### src/rtl/wb_port_arbiter.sv
// Register-file write-port arbiter: fixed priority to the W stage (A) over mult/div (B), registered write, r0 dropped.
// Optional B starvation guard enabled by defining WB_STARVE_GUARD_EN.
module wb_port_arbiter #(
  parameter int unsigned ADDR_W       = 5,
  parameter int unsigned DATA_W       = 32,
  parameter int unsigned STARVE_LIMIT = 4
) (
  input  logic              clk,
  input  logic              reset,
  input  logic              a_valid,
  input  logic [ADDR_W-1:0] a_addr,
  input  logic [DATA_W-1:0] a_data,
  output logic              a_ready,
  input  logic              b_valid,
  input  logic [ADDR_W-1:0] b_addr,
  input  logic [DATA_W-1:0] b_data,
  output logic              b_ready,
  output logic              rf_we,
  output logic [ADDR_W-1:0] rf_addr,
  output logic [DATA_W-1:0] rf_wdata,
  output logic              rf_src
);

  if (STARVE_LIMIT == 0) begin : g_bad_limit
    $error("STARVE_LIMIT must be at least 1");
  end

  logic force_b;
  logic a_acc;
  logic b_acc;

`ifdef WB_STARVE_GUARD_EN
  localparam int unsigned CNT_W = $clog2(STARVE_LIMIT + 1);
  localparam logic [CNT_W-1:0] CNT_MAX = CNT_W'(STARVE_LIMIT);

  logic [CNT_W-1:0] wait_cnt;

  // Counts consecutive cycles B sat blocked; at the limit B owns the port for one cycle.
  assign force_b = (wait_cnt == CNT_MAX);

  always_ff @(posedge clk or posedge reset) begin
    if (reset) begin
      wait_cnt <= '0;
    end else if (!b_valid || b_ready) begin
      wait_cnt <= '0;
    end else if (wait_cnt != CNT_MAX) begin
      wait_cnt <= wait_cnt + 1'b1;
    end
  end
`else
  assign force_b = 1'b0;
`endif

  // Readys depend only on valids, reset and the wait counter, never on rf_*.
  assign a_ready = !reset && !force_b;
  assign b_ready = !reset && (force_b || !a_valid);

  assign a_acc = a_valid && a_ready;
  assign b_acc = b_valid && b_ready;

  always_ff @(posedge clk or posedge reset) begin
    if (reset) begin
      rf_we    <= 1'b0;
      rf_addr  <= '0;
      rf_wdata <= '0;
      rf_src   <= 1'b0;
    end else if (a_acc) begin
      rf_we    <= (a_addr != '0);
      rf_addr  <= a_addr;
      rf_wdata <= a_data;
      rf_src   <= 1'b0;
    end else if (b_acc) begin
      rf_we    <= (b_addr != '0);
      rf_addr  <= b_addr;
      rf_wdata <= b_data;
      rf_src   <= 1'b1;
    end else begin
      rf_we    <= 1'b0;
    end
  end

endmodule

### config.mk
export PLATFORM = sky130hd
export DESIGN_NAME = wb_port_arbiter
export DESIGN_NICKNAME = d
export VERILOG_FILES = /design/src/rtl/wb_port_arbiter.sv
export SDC_FILE = /design/constraint.sdc
export NUM_CORES = 1
export LEC_CHECK = 0
export ABC_AREA = 1
export CORE_AREA = 2 2 63 89
export DETAILED_ROUTE_END_ITERATION = 8
export DIE_AREA = 0 0 65 91
export HOLD_SLACK_MARGIN = 0.15
export PLACE_DENSITY = 0.89
export REMOVE_ABC_BUFFERS = 1
export SYNTH_ARGS = -nofsm -noshare
export SYNTH_HDL_FRONTEND = slang
export SYNTH_SLANG_ARGS = --single-unit
### constraint.sdc
create_clock -name clk -period 2.38 [get_ports clk]
set_input_delay 0.476 -clock clk [delete_from_list [all_inputs] [get_ports clk]]
set_output_delay 0.476 -clock clk [all_outputs]
set_load 0.02 [all_outputs]
Word-level counts from Yosys, hierarchy flattened
Index checks and enable logic that the tools add are counted.

cells by class
  mux-type cells = 8
  reduce and logical (&&, ||, !) cells = 8

operators with widths
  cell                number
  two-way mux 32 bit  2
  two-way mux 5 bit   2
  nonzero test 5 bit  2
  two-way mux 1 bit   4
  logical AND 1 bit   3
  zero test 1 bit     2
  nonzero test 2 bit  1

storage, ports and cells
  register bits after elaboration = 39
  input bits = 78
  word-level logic and storage cells = 20

Longest topological paths before layout
  depth after elaboration = 5
  gate-level depth with buffers = 8
  gate-level depth less buffers = 6

Least setup slack after synthesis
Ideal clock, no wire load.

  kind = input-to-output
  start = in reset
  end = out a_ready
  data arrival time = 1.235 ns
  data required time = 1.904 ns
  setup slack = 0.669 ns
  stages on the path = 2
  buffers on the path = 1
  cell sequence = inv_1 -> buf_2

between the ends
  longest elaborated chain between the ends = 1

ends and longest elaborated chain
  element                           RTL line  source
  from (decl)                       9         input logic reset,
  zero test 1 bit (no source line)  n/a
  to (decl)                         13        output logic a_ready,

No other way between the ends.

Worst setup path in the final report
  start = in reset
  end = out b_ready

between the ends
  longest elaborated chain between the ends = 2

ends and longest elaborated chain
  element                           RTL line  source
  zero test 1 bit (no source line)  n/a
  logical AND 1 bit                 56        assign b_ready = !reset && (force_b || !a_valid);
  to (decl)                         17        output logic b_ready,

No other way between the ends.

==> summary.md <==
| Metric | Value |
|---|---|
| Distinct cells, synth | 11 |
| FILL cells | 451 |
| Synth Register Bits | 39 |
| Fin. Hold Viols | 0 |
| Number of routed nets with antenna violations | 0 |
| CP max stage cell | clkdlybuf4s50_1 |
| Root buffer cell | clkbuf_8 |
| GPL Wtd Cong | approximately 0.73 |
| Max-slew violations | 0 |
| DIE HEIGHT | slightly above 90 um |
| Commonest non-fill, non-tap cell in the layout | nand2_1 |
| Worst hold path type | reg2reg |
| Clk_skew | 0 ps |
| CP Buf/Inv Count | 2 |
| Final Power | between 0.002 and 0.0025 W |
| Status | completed |
| Max-slew headroom | between 50% and 60% |
| Worst Tran Pin Value | about 620 ps |
| Synth Instances | 300 |
| Clk slew on worst S/H paths | 80 ps |
| Wire per inst | between 10 and 15 um |
| Period minus WS final | 2340 ps |
| Worst r2r path cells | 2 |
| Min-Delay Endpoint | rf_addr[1] |
| Leak | 1.732 nW |
| Setup Slack @ Placement | -28.15 ps |
| DRT Pass-1 Iters | 4 |
| Initial DRC Count | 104 |
| Setup TNS | 0 ps |
| Most frequent cells in the layout | 192 x nand2_1, 118 x clkdlybuf4s50_1, 39 x dfrtp_1 |
| Total track usage | 20.95% |
| Setup repair after global routing missed its margin | false |
| RR Endpoint | rf_addr[2] |
| Worst hold stages | 2 |
| Hold Crit Start | rf_addr[1] |
| TritonCTS Buffers | 5 |
| First-pass GRT wire length | 9.784 mm |
| Routed vias | roughly 2300 |
| Top delay family on crit path | buffers and inverters |
| H-tree levels | 2 |
| Multi-input logic area | 948.4 sq um |
| Req. time, crit path | roughly 1900 ps |
| Fmax | roughly 430 MHz |
| Detailed Route WL | between 6 and 7 mm |
| Ports | ~120 |
| Diodes inserted | 0 |
| Grt ovf | 0 |
| Peak VDD IR | roughly 370 uV |
| CTS tree | done |
| Crit-path cells | clkdlybuf4s50_1 -> nor2_2 -> clkdlybuf4s50_1 |
| # setup viols final | 0 |
| Dpl hpwl | approximately 4.3 mm |
| Worst reg-to-reg setup slack | 1740 ps |
| Buffers on Ports | 118 |
| CTS Sinks | 39 |
| Die footprint | around 0.0059 sq mm |
| Fin util | roughly two thirds |
| Mean Syn Cell Area | slightly below 7 sq um |
| Largest net degree at the start of global routing | slightly below 80 |
| Kind of critical path | in2out |
| Peak fanout along the critical path | 2 |
| Post-synthesis cell area | 0.002052 sq mm |
| Starting Density | between 40% and 50% |
| Die span in x | between 60 and 70 um |
| Row count | 31 |
| Skew-Pair Late Insertion Delay | approximately 290 ps |
| PD cells | between 500 and 600 mW/mm^2 |
| Critical path arrival | 1860 ps |
| Vias in the first global route | about 2100 |
| Post-CTS Hold Buffers | 0 |
| CTS max path bufs | 2 |
| Layout Nets | between 400 and 500 |
| R2r startpoint | rf_addr[2] |
| Synth warn | 0 |
| Worst setup SP type | primary input |
| Initial antenna violation count | 0 |
| Residual DRC | 0 |
| Max_cap viols | 0 |
| Post-DR vias/cell | approximately 4.7 |
| Sequential share of the synthesized area | between 40% and 50% |
| Fraction of layout cells with a size suffix above 1 | 4.358% |
| Final period util | ~100% |
| Final worst setup slack | 39.66 ps |
| Reg area | approximately 980 sq um |
| Core Region | 0.005081 sq mm |
| Worst Hold Slack | 479.5 ps |
| CP dominant cell by count | clkdlybuf4s50_1 |
| Area grow syn2layout | 64.82% |
| Crit path largest cell delay | approximately 640 ps |
| Setup crit end kind | output port |
## flip-flops by register name, indices dropped and copies added, names as in the netlist
name,flops
rf_addr,5
rf_src,1
rf_wdata,32
rf_we,1
## synth_stat cells (all sizes together)
cell / count / share of area (%)
nand2: 192 / 35
dfrtp: 39 / 48
nand3: 38 / 9.3
buf: 17 / 5.2
inv: 5 / 0.91
nor2: 5 / 0.91
clkbuf: 2 / 0.37
nand3b: 1 / 0.37
o21ai: 1 / 0.24
## kinds of logic (layout without fill, tap and decap cells)
family                 after synthesis  after routing  share of synthesized area [%]
flip-flops                          39             39                          47.56
buffers and inverters               24            137                          6.524
AND/OR/NAND/NOR                    236            236                          45.67
AO/OA/AOI/OAI                        1              1                         0.2437
## worst max-delay path by stage
stage,slack (ps),startpoint,cells after the start,end
after floorplan,-1700,reset,5,rf_addr[0]
after global placement,-50,reset,3,b_ready
after detailed placement,-30,reset,3,b_ready
after CTS,40,reset,3,b_ready
after global routing,50,reset,3,b_ready
final,40,reset,3,b_ready
## layout make-up
cell class / instances / area share, %
Clock buffer: 6 / 2.442
Clock inverter: 2 / 1.036
Inverter: 5 / 0.5549
Multi-Input combinational cell: 237 / 28.04
Sequential cell: 39 / 28.86
Tap cell: 66 / 2.442
Timing Repair Buffer: 124 / 36.63
## per-layer routing
metal	GRT usage [%]	routed length, um	vias to the layer above
met3	4.089	363	6
li1	-	-	1143
met5	0	0	-
met1	24.00	2366	1021
met2	39.09	3246	81
met4	4.787	56	0
## power breakdown
group / switching (W) / internal [W]
sequential: 0.0000494 / 0.000749
combinational: 0.000318 / 0.000331
clock: 0.000226 / 0.000339
## tightest hold or removal path: stages (launching register included)
cell     delay, ps
dfrtp_1        350
nand2_1         50
nand2_1         50
## stage by stage
step | instance area [sq um] | instances
final | 3382 | 479
after global routing | 3382 | 479
after CTS | 3382 | 479
after detailed placement | 3262 | 471
after global placement | 3262 | 471
after floorplan | 1937 | 281
## timing repair
item | CTS | global route
resized for setup | 1 | 0
setup buffers | 0 | 0
endpoints found under the setup margin | 1 | 0
(Power assumes the default switching activity.)
